===== config.mk =====
export PLATFORM = sky130hd
export DESIGN_NAME = mem_arbiter_flat
export DESIGN_NICKNAME = d
export VERILOG_FILES = /design/src/rtl/mem_arbiter_if.sv /design/src/rtl/mem_arbiter.sv /design/src/flat_wrapper.sv
export SDC_FILE = /design/constraint.sdc
export NUM_CORES = 1
export LEC_CHECK = 0
export ABC_AREA = 1
export CORE_MARGIN = 8
export CORE_UTILIZATION = 35
export CTS_BUF_LIST = sky130_fd_sc_hd__clkbuf_16
export DETAILED_ROUTE_END_ITERATION = 10
export PLACE_DENSITY = 0.7
export SYNTH_ARGS = -nofsm -noshare
export SYNTH_HDL_FRONTEND = slang
export SYNTH_SLANG_ARGS = --single-unit

===== constraint.sdc =====
create_clock -name clk -period 3.6 [get_ports clk]
set_input_delay 0.72 -clock clk [delete_from_list [all_inputs] [get_ports clk]]
set_output_delay 0.72 -clock clk [all_outputs]
set_load 0.03 [all_outputs]

===== src/rtl/mem_arbiter_if.sv =====
// mem_arbiter_if: requester and memory-side signals of the two-port memory arbiter
interface mem_arbiter_if;
  logic        p0_req, p0_we, p0_gnt, p0_done, p0_err;
  logic [31:0] p0_addr, p0_wdata, p0_rdata;
  logic        p1_req, p1_we, p1_gnt, p1_done, p1_err;
  logic [31:0] p1_addr, p1_wdata, p1_rdata;
  logic [31:0] mem_address, mem_data, mem_readData;
  logic        mem_memW, mem_memR;
  modport slave (
    input  p0_req, p0_we, p0_addr, p0_wdata, p1_req, p1_we, p1_addr, p1_wdata, mem_readData,
    output p0_gnt, p0_done, p0_err, p0_rdata, p1_gnt, p1_done, p1_err, p1_rdata,
    output mem_address, mem_data, mem_memW, mem_memR
  );
  modport master (
    output p0_req, p0_we, p0_addr, p0_wdata, p1_req, p1_we, p1_addr, p1_wdata, mem_readData,
    input  p0_gnt, p0_done, p0_err, p0_rdata, p1_gnt, p1_done, p1_err, p1_rdata,
    input  mem_address, mem_data, mem_memW, mem_memR
  );
endinterface


===== src/rtl/mem_arbiter.sv =====
// mem_arbiter: round-robin two-port arbiter and sequencer for a single-port registered-read memory
module mem_arbiter #(
  parameter int MEM_SIZE = 32
) (
  input logic clk,
  input logic reset,
  mem_arbiter_if.slave bus
);
  localparam logic [1:0] IDLE = 2'd0, ISSUE = 2'd1, RDWAIT = 2'd2, RESP = 2'd3;
  logic [1:0] state;
  logic rr, own, we_q, inr_q;
  logic [1:0] gnt, done, err;
  logic [1:0][31:0] rdata;
  logic [31:0] mem_address_q, mem_data_q;
  logic mem_w_q, mem_r_q;
  logic win, w_we, w_inr;
  logic [31:0] w_addr, w_wdata;
  always_comb begin
    win = (bus.p0_req & bus.p1_req) ? rr : bus.p1_req;
    w_we = win ? bus.p1_we : bus.p0_we;
    w_addr = win ? bus.p1_addr : bus.p0_addr;
    w_wdata = win ? bus.p1_wdata : bus.p0_wdata;
    w_inr = w_addr < 32'(MEM_SIZE);
  end
  // memory strobes are set on the capture edge so they are live for the whole ISSUE cycle
  always_ff @(posedge clk) begin
    if (reset) begin
      state <= IDLE;
      rr <= 1'b0;
      own <= 1'b0;
      we_q <= 1'b0;
      inr_q <= 1'b0;
      gnt <= '0;
      done <= '0;
      err <= '0;
      rdata <= '0;
      mem_address_q <= '0;
      mem_data_q <= '0;
      mem_w_q <= 1'b0;
      mem_r_q <= 1'b0;
    end else begin
      case (state)
        IDLE: if (bus.p0_req | bus.p1_req) begin
          state <= ISSUE;
          own <= win;
          rr <= ~win;
          we_q <= w_we;
          inr_q <= w_inr;
          gnt[win] <= 1'b1;
          if (w_inr) begin
            mem_address_q <= w_addr;
            mem_data_q <= w_wdata;
            mem_w_q <= w_we;
            mem_r_q <= ~w_we;
          end
        end
        ISSUE: begin
          gnt <= '0;
          mem_w_q <= 1'b0;
          mem_r_q <= 1'b0;
          if (inr_q && !we_q) state <= RDWAIT;
          else begin
            state <= RESP;
            done[own] <= 1'b1;
            err[own] <= ~inr_q;
          end
        end
        RDWAIT: begin
          state <= RESP;
          done[own] <= 1'b1;
          rdata[own] <= bus.mem_readData;
        end
        default: begin
          state <= IDLE;
          done <= '0;
          err <= '0;
          rdata <= '0;
        end
      endcase
    end
  end
  assign bus.p0_gnt = gnt[0];
  assign bus.p1_gnt = gnt[1];
  assign bus.p0_done = done[0];
  assign bus.p1_done = done[1];
  assign bus.p0_err = err[0];
  assign bus.p1_err = err[1];
  assign bus.p0_rdata = rdata[0];
  assign bus.p1_rdata = rdata[1];
  assign bus.mem_address = mem_address_q;
  assign bus.mem_data = mem_data_q;
  assign bus.mem_memW = mem_w_q;
  assign bus.mem_memR = mem_r_q;
endmodule


===== src/flat_wrapper.sv =====
// flat-port wrapper written by rule: the top's interface ports become plain ports
module mem_arbiter_flat 
#(
  parameter int MEM_SIZE = 32
)
  (clk, reset, bus_p0_req, bus_p0_we, bus_p0_addr, bus_p0_wdata, bus_p1_req, bus_p1_we, bus_p1_addr, bus_p1_wdata, bus_mem_readData, bus_p0_gnt, bus_p0_done, bus_p0_err, bus_p0_rdata, bus_p1_gnt, bus_p1_done, bus_p1_err, bus_p1_rdata, bus_mem_address, bus_mem_data, bus_mem_memW, bus_mem_memR);
  mem_arbiter_if bus_i ();
  input logic clk;
  input logic reset;
  input wire logic [$bits(bus_i.p0_req)-1:0] bus_p0_req;
  input wire logic [$bits(bus_i.p0_we)-1:0] bus_p0_we;
  input wire logic [$bits(bus_i.p0_addr)-1:0] bus_p0_addr;
  input wire logic [$bits(bus_i.p0_wdata)-1:0] bus_p0_wdata;
  input wire logic [$bits(bus_i.p1_req)-1:0] bus_p1_req;
  input wire logic [$bits(bus_i.p1_we)-1:0] bus_p1_we;
  input wire logic [$bits(bus_i.p1_addr)-1:0] bus_p1_addr;
  input wire logic [$bits(bus_i.p1_wdata)-1:0] bus_p1_wdata;
  input wire logic [$bits(bus_i.mem_readData)-1:0] bus_mem_readData;
  output wire logic [$bits(bus_i.p0_gnt)-1:0] bus_p0_gnt;
  output wire logic [$bits(bus_i.p0_done)-1:0] bus_p0_done;
  output wire logic [$bits(bus_i.p0_err)-1:0] bus_p0_err;
  output wire logic [$bits(bus_i.p0_rdata)-1:0] bus_p0_rdata;
  output wire logic [$bits(bus_i.p1_gnt)-1:0] bus_p1_gnt;
  output wire logic [$bits(bus_i.p1_done)-1:0] bus_p1_done;
  output wire logic [$bits(bus_i.p1_err)-1:0] bus_p1_err;
  output wire logic [$bits(bus_i.p1_rdata)-1:0] bus_p1_rdata;
  output wire logic [$bits(bus_i.mem_address)-1:0] bus_mem_address;
  output wire logic [$bits(bus_i.mem_data)-1:0] bus_mem_data;
  output wire logic [$bits(bus_i.mem_memW)-1:0] bus_mem_memW;
  output wire logic [$bits(bus_i.mem_memR)-1:0] bus_mem_memR;
  assign bus_i.p0_req = bus_p0_req;
  assign bus_i.p0_we = bus_p0_we;
  assign bus_i.p0_addr = bus_p0_addr;
  assign bus_i.p0_wdata = bus_p0_wdata;
  assign bus_i.p1_req = bus_p1_req;
  assign bus_i.p1_we = bus_p1_we;
  assign bus_i.p1_addr = bus_p1_addr;
  assign bus_i.p1_wdata = bus_p1_wdata;
  assign bus_i.mem_readData = bus_mem_readData;
  assign bus_p0_gnt = bus_i.p0_gnt;
  assign bus_p0_done = bus_i.p0_done;
  assign bus_p0_err = bus_i.p0_err;
  assign bus_p0_rdata = bus_i.p0_rdata;
  assign bus_p1_gnt = bus_i.p1_gnt;
  assign bus_p1_done = bus_i.p1_done;
  assign bus_p1_err = bus_i.p1_err;
  assign bus_p1_rdata = bus_i.p1_rdata;
  assign bus_mem_address = bus_i.mem_address;
  assign bus_mem_data = bus_i.mem_data;
  assign bus_mem_memW = bus_i.mem_memW;
  assign bus_mem_memR = bus_i.mem_memR;
  mem_arbiter #(.MEM_SIZE(MEM_SIZE)) u_core (.clk(clk), .reset(reset), .bus(bus_i));
endmodule

-- Word-level counts from Yosys, hierarchy flattened
Index checks and enable logic that the tools add are counted.
- magnitude comparators: 5
- equal/unequal tests: 5
- mux-type cells: 28
- bitwise operators: 9
- reduce and logical (&&, ||, !) cells: 14
- operators by type and width (kind ; number):
    one-hot mux 64 bit (2 select lines) ; 1
    2-to-1 mux 32 bit ; 3
    bitwise mux 64 bit ; 1
    demux 32 bit (select 1 bit) ; 1
    < comparator 32 x 6 -> 1 bit, second input constant ; 1
    one-hot mux 2 bit (3 select lines) ; 2
    2-to-1 mux 1 bit ; 9
    2-to-1 mux 2 bit ; 4
    one-hot mux 2 bit (2 select lines) ; 2
    AND reduction 2 bit ; 4
    AND reduction 3 bit ; 2
    inverter 1 bit ; 5
    < comparator 1 x 2 -> 1 bit, second input constant ; 2
    != test 2 x 1 -> 1 bit, second input constant ; 2
    OR 2 bit ; 2
    one-hot mux 1 bit (2 select lines) ; 2
    OR reduction 2 bit ; 2
    logical AND 1 bit ; 3
    bitwise mux 2 bit ; 1
    demux 1 bit (select 1 bit) ; 2
    equality test 2 x 1 -> 1 bit, second input constant ; 1
    equality test 2 bit, second input constant ; 1
    >= comparator 1 bit, second input constant ; 2
    logical NOT 2 bit ; 1
    5 further kinds ; 5
- register bits: 142
- input port bits: 166
- word-level logic and storage cells: 75

-- Longest topological paths before layout
Gate-level depths: netlist of run 1.
- depth after elaboration: 9
- gate-level depth with buffers: 15

-- Least setup slack after synthesis of run 1
OpenSTA, ideal clock, no wires.
- path kind: input-to-reg
- from: in bus_p1_req
- to: reg u_core.mem_address_q[0], in the netlist u_core.bus.mem_address[0]
- library setup time: 0.113 ns
- data arrival time: 2.033 ns
- data required time: 3.487 ns
- slack: 1.454 ns
- stages on the path: 14
- buffers on the path: 4
- cell sequence: buf_2 nand2_2 buf_4 nand2_1 nand2_1 nand2_1 nor2_1 nand2_1 nor2_2 nand2_2 buf_6 buf_6 o21ai_1 nor2_1
- word-level cells in the longest chain between the ends: 5
- elaborated cells between the ends (all ways): 6
- classes of those cells: order compare (1); mux (2); bitwise (2); reduce/logical (1)
- ends and longest elaborated chain (element ; line ; source):
    start: declaration ; flat_wrapper.sv:14 ; input wire logic [$bits(bus_i.p1_req)-1:0] bus_p1_req;
    AND 1 bit ; mem_arbiter.sv:19 ; win = (bus.p0_req & bus.p1_req) ? rr : bus.p1_req;
    2-to-1 mux 1 bit ; mem_arbiter.sv:19 ;
    2-to-1 mux 32 bit ; mem_arbiter.sv:21 ; w_addr = win ? bus.p1_addr : bus.p0_addr;
    < comparator 32 x 6 -> 1 bit ; mem_arbiter.sv:23 ; w_inr = w_addr < 32'(MEM_SIZE);
    AND reduction 3 bit (no line) ; n/a ;
    end signal: assignment ; mem_arbiter.sv:51 ; mem_address_q <= w_addr;
    end: declaration ; mem_arbiter.sv:14 ; logic [31:0] mem_address_q, mem_data_q;
Parallel ways exist; a longest one is shown, timed or not.
A chain may end at the register's enable or synchronous reset.

-- Worst setup path after layout of run 1
- from: in bus_p1_req
- to: reg u_core.mem_address_q[4], in the netlist u_core.bus.mem_address[4]
The elaborated chain is that of the path after synthesis.

==> run_results.csv, run 1 <==
group,metric,value,unit
status,outcome,"completed",
clock_tree,path_clk_slew,0.06,ns
synthesis,synth_warnings,0,
run,drv_cap,0,
grt,first_global_vias,6425,
clock_tree,post_cts_resized,0,
timing,rsz0062_at_grt,"no",
timing,tightest_slew,0.741,ns
worst_setup_path,crit_path_max_incr_delay,0.63,ns
finish,n_antenna_cell,0,
placement,placedCellCount,1427,
die,die-area,22700,um2
clock_tree,cts_sinks,142,
synthesis,synth.distinct_cells,28,
timing,slew_violations,0,
synthesis,synthCells,938,
synthesis,ys_seq_elements,142,
pwr,vdd_ir_drop_max,0.320,mV
pwr,power_density,481,nW/um2
placement,routabilityCongestion,0.851,
timing,max_freq,349,MHz
clock_tree,clock_path_buffers,2,
grt,grt_pass1_wl,35300,um
synthesis,syn_area,6340,um2
grt,grt_usage,0.197,
routing,vias,6652,
die,rows,49,
worst_setup_path,path_buf_inv,3,
clock_tree,clock-root-buffer,"clkbuf_16",
grt,grt_max_degree,72,
die,pin_count,302,
synthesis,ys_top_cells_by_area,"dfxtp_1 45%, nand2_1 13%, inv_1 9.7%, nor2_1 7.3%, nand3_1 5.3%",
clock_tree,clk_latency,0.41,ns
worst_setup_path,critPathMostFrequentCell,"nand2_1",
timing,finalCriticalPeriod,2.86,ns
die,core_area,17900,um2
finish,area_delta_synth_final,58.2,%
worst_setup_path,r2r_cells,12,
clock_tree,cts_hold_buf,0,
pwr,comb_power_share,0.306,
synthesis,synth_top_area_frac,0.448,
die,dieWidth,151,um
worst_setup_path,path_max_fanout,67,
clock_tree,cts_tree,"done",
routing,drt_pass1_iterations,4,
finish,nets,1387,
synthesis,avgSynthCellArea,6.76,um2
pwr,p_clk_frac,0.340,
placement,numPortBuffers,301,
worst_setup_path,path_cells,"clkdlybuf4s50_1 -> nand2_2 -> buf_4 -> nand2_1 -> nand2_1 -> nand2_1 -> nor2_1 -> nand2_1 -> nor2_2 -> nand2_2 -> buf_4 -> o21ai_0 -> nor2_1",
hold_path,worstHoldPathType,"flop to flop",
clock_tree,cts_made_buffers,17,
grt,gr-total-overflow,0,
worst_setup_path,cp.arrival,3.16,ns
timing,timing.setup.tns,0,ns
worst_setup_path,cpLargestDelayFamily,"buffers and inverters",
clock_tree,post_cts_buffers,0,
routing,wirelength,22900,um
worst_setup_path,path_depth,13,
routing,drc,0,
hold_path,holdPathStages,2,
synthesis,yosysSeqAreaShare,0.448,
worst_setup_path,crit_path_top_delay_cell,"clkdlybuf4s50_1",
routing,initialDrtViolationCount,269,
pwr,sequentialPowerShare,0.354,
finish,final_cells,1459,
pwr,power.switching,0.00168,W
pwr,sw_frac_of_total,0.349,
die,die_h,151,um
grt,antenna_found_initial,0,
pwr,p_leak,4.29,nW
pwr,p_int,0.00314,W
synthesis,synth_largest_area_cell,"dfxtp_1",
worst_setup_path,cp.required,3.89,ns
routing,avgRoutedWirePerCell,15.7,um
timing,fin_crit_sh,0.795,
routing,ant_nets,0,
finish,drive_gt1_frac,0.0488,
finish,postLayoutCellArea,10000,um2
timing,hold_viol_final,0,
timing,finalSetupViolCount,0,
placement,placed_cell_area,9480,um2
placement,hpwlAfterDp,16900,um
routing,vias_per_cell,4.56,
timing,fin_worst_skew,0.00819,ns
timing,slew_headroom,0.506,
worst_setup_path,path_class,"input pin to flop",
worst_setup_path,start_kind,"input pin",
synthesis,synth_fp_nets,1108,
die,initial_utilization,0.354,
worst_setup_path,worst_setup_path_end_kind,"flop",
clock_tree,h-tree-depth,4,
==> cell type report <==
class	instances	area, um2
sequential	142	2840
fill	1699	7870
inverter	166	624
clock inverter	15	121
timing repair buffer	316	3120
tap	229	287
multi-input combinational	574	2610
clock buffer	17	425
==> placed cells by master (no fill, tap or decap) <==
cell type	Yosys	layout
clkinv_2	1	3
a21oi_1	42	42
o21ai_2	0	1
nand3b_1	20	20
o21ai_1	3	2
clkinv_1	0	3
a211oi_1	1	1
clkbuf_16	0	17
clkinv_4	0	2
inv_6	0	3
nand3_1	67	67
bufinv_16	0	1
nor3_2	0	1
or2_2	2	2
nand2_2	3	3
inv_2	1	2
o21ba_2	2	2
o22ai_1	32	32
o211a_1	1	1
nor3_1	2	1
clkdlybuf4s50_1	0	300
buf_4	2	15
clkinvlp_4	0	3
ha_1	4	4
nor2_1	123	121
o21a_1	1	1
buf_2	7	1
inv_1	164	164
dfxtp_1	142	142
o21ai_0	43	43
a31oi_1	1	1
nor2_2	2	4
nand2_1	222	222
nand4_1	3	3
==> registers in the layout, summed over array words and instances (netlist names) <==
signal and count:
u_core.gnt 2, u_core.bus.p0_rdata 32, u_core.own 1, u_core.bus.p1_rdata 32, u_core.inr_q 1, u_core.bus.mem_memW 1
u_core.bus.mem_address 32, u_core.bus.mem_data 32, u_core.bus.mem_memR 1, u_core.err 2, u_core.we_q 1, u_core.state 2
u_core.rr 1, u_core.done 2
==> worst min-delay path, cell delays in order (launching register included) <==
cell and delay, ns:
dfxtp_1 0.31, nand3_1 0.07, inv_1 0.04
==> cell families after synthesis <==
logic type,share of synthesized area
AND/OR/NAND/NOR,0.292
AO/OA/AOI/OAI,0.109
flip-flops,0.448
buffers and inverters,0.142
adder cells (fa/ha/maj),0.00789
==> per-stage QoR <==
stage | util | total power (W) | worst slack [ns] | hold WS (ns)
finish | 0.560 | 0.00483 | 0.739 | 0.453
CTS | 0.560 | 0.00490 | 0.790 | 0.456
floorplan | - | 0.00260 | 1.45 | 0.458
global route | 0.560 | 0.00510 | 0.515 | 0.465
detailed placement | 0.530 | 0.00323 | 0.353 | 0.446
global placement | 0.530 | 0.00322 | 0.421 | 0.442
==> layer usage <==
metal | up-vias | global-route usage | share of wire | routed length (um)
met5 | - | 0 | 0 | 0
met4 | 0 | 0.0515 | 0.011 | 243
met3 | 19 | 0.0833 | 0.11 | 2560
met2 | 232 | 0.332 | 0.47 | 10800
met1 | 2958 | 0.226 | 0.40 | 9250
li1 | 3443 | - | - | -
==> cell usage after synthesis <==
cell / instances
nor2_1: 123
buf_2: 7
dfxtp_1: 142
nand2_1: 222
o21ba_2: 2
buf_4: 2
buf_1: 3
nand3b_1: 20
inv_2: 1
or2_2: 2
clkbuf_1: 37
inv_1: 164
nor2_2: 2
ha_1: 4
a21oi_1: 42
buf_6: 7
nor3_1: 2
clkinv_2: 1
o21ai_1: 3
o211a_1: 1
nand4_1: 3
a211oi_1: 1
a31oi_1: 1
nand2_2: 3
o22ai_1: 32
nand3_1: 67
o21a_1: 1
o21ai_0: 43
==> power groups by stage <==
stage	Sequential [W]	Combinational (W)	Clock, W
finish	0.00171	0.00148	0.00164
global route	0.00172	0.00163	0.00176
CTS	0.00171	0.00150	0.00169
detailed placement	0.00174	0.00149	0
global placement	0.00174	0.00148	0
floorplan	0.00185	0.000744	0
==> final timing paths <==
| check | end | startpoint | slack, ns |
|---|---|---|---|
| min reg2reg | u_core.bus.mem_address[18]$_SDFFE_PP0P_ | u_core.bus.mem_address[18]$_SDFFE_PP0P_ | 0.45 |
| max reg2reg | u_core.bus.mem_address[4]$_SDFFE_PP0P_ | u_core.state[0]$_SDFFE_PP0P_ | 1.26 |
| max | u_core.bus.mem_address[4]$_SDFFE_PP0P_ | bus_p1_req | 0.74 |
| min | u_core.bus.mem_address[18]$_SDFFE_PP0P_ | u_core.bus.mem_address[18]$_SDFFE_PP0P_ | 0.45 |
(Power assumes the default switching activity.)
==> run 2: changes to the inputs <==
==> constraint.sdc (replaced) <==
create_clock -name clk -period 2.7 [get_ports clk]
set_input_delay 0.54 -clock clk [delete_from_list [all_inputs] [get_ports clk]]
set_output_delay 0.54 -clock clk [all_outputs]
set_load 0.03 [all_outputs]
==> run 2 against run 1 <==
Net effect:
- non-clock buffer count grew 9
- core utilization grew 0.96 points
- cell area is 1.7% higher
- cell count up 0.62%
- register-to-register slack lost 0.59 ns
- combinational power rose by 37%
- clock skew down 0.0012 ns
- critical path depth is 1 higher
- clock-buffer cell count is the same
- routed wire length is 0.95% lower
- first-iteration DRC count fell by 9.3%
- largest cell class unchanged
- highest routed layer unchanged
==> run_results.csv, run 2 (synthesis results as in run 1) <==
group,metric,value,unit
finish,fillCellCount,1728,
finish,area_delta_synth_final,60.9,%
die,die-area,22700,um2
routing,wirelength,22700,um
clock_tree,post_cts_resized,0,
placement,placed_cell_area,9610,um2
timing,max_freq,453,MHz
worst_setup_path,worst_setup_path_end_kind,"flop",
worst_setup_path,cp.arrival,2.51,ns
timing,slew_violations,0,
routing,vias_per_cell,4.60,
placement,hpwlAfterDp,17200,um
grt,use_met3,0.0920,
placement,placedCellCount,1436,
finish,layout_commonest_cell,"clkdlybuf4s50_1",
hold_path,worstHoldPathType,"flop to flop",
timing,timing.setup.tns,0,ns
timing,fin_crit_sh,0.818,
timing,finalCriticalPeriod,2.21,ns
grt,first_global_vias,6517,
grt,top_usage_layer,"met2",
finish,n_antenna_cell,0,
clock_tree,h-tree-depth,4,
grt,use_met1,0.218,
finish,multi_input_area,2620,um2
timing,fin_worst_skew,0.00701,ns
finish,postLayoutCellArea,10200,um2
clock_tree,path_clk_slew,0.06,ns
routing,drc,0,
placement,numPortBuffers,301,
worst_setup_path,start_kind,"input pin",
die,core_area,17900,um2
clock_tree,cts_hold_buf,0,
finish,nets,1396,
grt,grt_max_degree,72,
die,dieWidth,151,um
grt,gr-total-overflow,0,
grt,grt.met2_usage,0.323,
clock_tree,clock_path_buffers,2,
clock_tree,cts_sinks,142,
pwr,vdd_ir_drop_max,0.547,mV
pwr,p_leak,4.39,nW
worst_setup_path,r2r_cells,12,
timing,holdWs,0.450,ns
die,rows,49,
routing,initialDrtViolationCount,244,
timing,hold_viol_final,0,
routing,ant_nets,0,
clock_tree,post_cts_buffers,0,
routing,drt_pass1_iterations,4,
timing,finalSetupViolCount,0,
die,die_h,151,um
worst_setup_path,path_max_fanout,55,
status,outcome,"completed",
die,initial_utilization,0.354,
hold_path,holdPathStages,2,
clock_tree,clock-root-buffer,"clkbuf_16",
routing,avgRoutedWirePerCell,15.4,um
worst_setup_path,path_class,"input pin to flop",
finish,layout_common_cells,"300 x clkdlybuf4s50_1, 222 x nand2_1, 164 x inv_1, 142 x dfxtp_1, 121 x nor2_1",
run,drv_cap,0,
die,pin_count,302,
clock_tree,clk_latency,0.41,ns
worst_setup_path,cp.required,3.00,ns
finish,drive_gt1_frac,0.0573,
grt,grt_usage,0.196,
grt,grt_pass1_wl,34900,um
finish,final_cells,1468,
timing,tightest_slew,0.888,ns
timing,slew_headroom,0.406,
finish,fin_util,0.570,
clock_tree,cts_tree,"done",
clock_tree,cts_made_buffers,17,
grt,antenna_found_initial,0,
routing,vias,6746,
finish,regArea,2840,um2
pwr,power_density,652,nW/um2
timing,rsz0062_at_grt,"no",
placement,routabilityCongestion,0.826,
## run 2: critical path, stage by stage
cell             delay, ns
clkdlybuf4s50_1       0.50
nand2_2               0.07
nand2_2               0.13
buf_4                 0.20
nand2_1               0.07
nand2_1               0.05
nand2_1               0.07
nor2_1                0.10
nand2_1               0.09
nor2_2                0.12
nand2_2               0.10
buf_12                0.19
o21ai_0               0.20
nor2_1                0.05
## run 2: metrics by stage
stage	setup slack [ns]	power [W]
after global routing	0.246	0.00703
after global placement	0.159	0.00436
final	0.492	0.00666
after CTS	0.515	0.00675
after floorplan	0.734	0.00346
after detailed placement	0.0897	0.00437
## run 2: final cells by class
class                   count  area share
clock buffers              17      0.0417
multi-input cells         574       0.256
inverters                 166      0.0612
flip-flops and latches    142       0.279
repair buffers            325       0.317
well taps                 229      0.0281
clock inverters            15      0.0164
## run 2: metal layers
layer,part of all wire,vias up
met4,0.021,0
met2,0.46,236
li1,-,3458
met3,0.12,35
met5,0,-
met1,0.40,3017
## run 2: final timing paths
| check | start | end | slack (ns) |
|---|---|---|---|
| max reg2reg | u_core.state[0]$_SDFFE_PP0P_ | u_core.bus.mem_data[23]$_SDFFE_PP0P_ | 0.67 |
| min | u_core.bus.mem_address[30]$_SDFFE_PP0P_ | u_core.bus.mem_address[30]$_SDFFE_PP0P_ | 0.45 |
| min reg2reg | u_core.bus.mem_address[30]$_SDFFE_PP0P_ | u_core.bus.mem_address[30]$_SDFFE_PP0P_ | 0.45 |
| max | bus_p0_req | u_core.bus.mem_data[23]$_SDFFE_PP0P_ | 0.49 |
## run 2: power breakdown
group	internal, W	total [W]	switching [W]
Combinational	0.000765	0.00203	0.00126
Clock	0.00145	0.00235	0.000905
Sequential	0.00221	0.00227	0.0000634
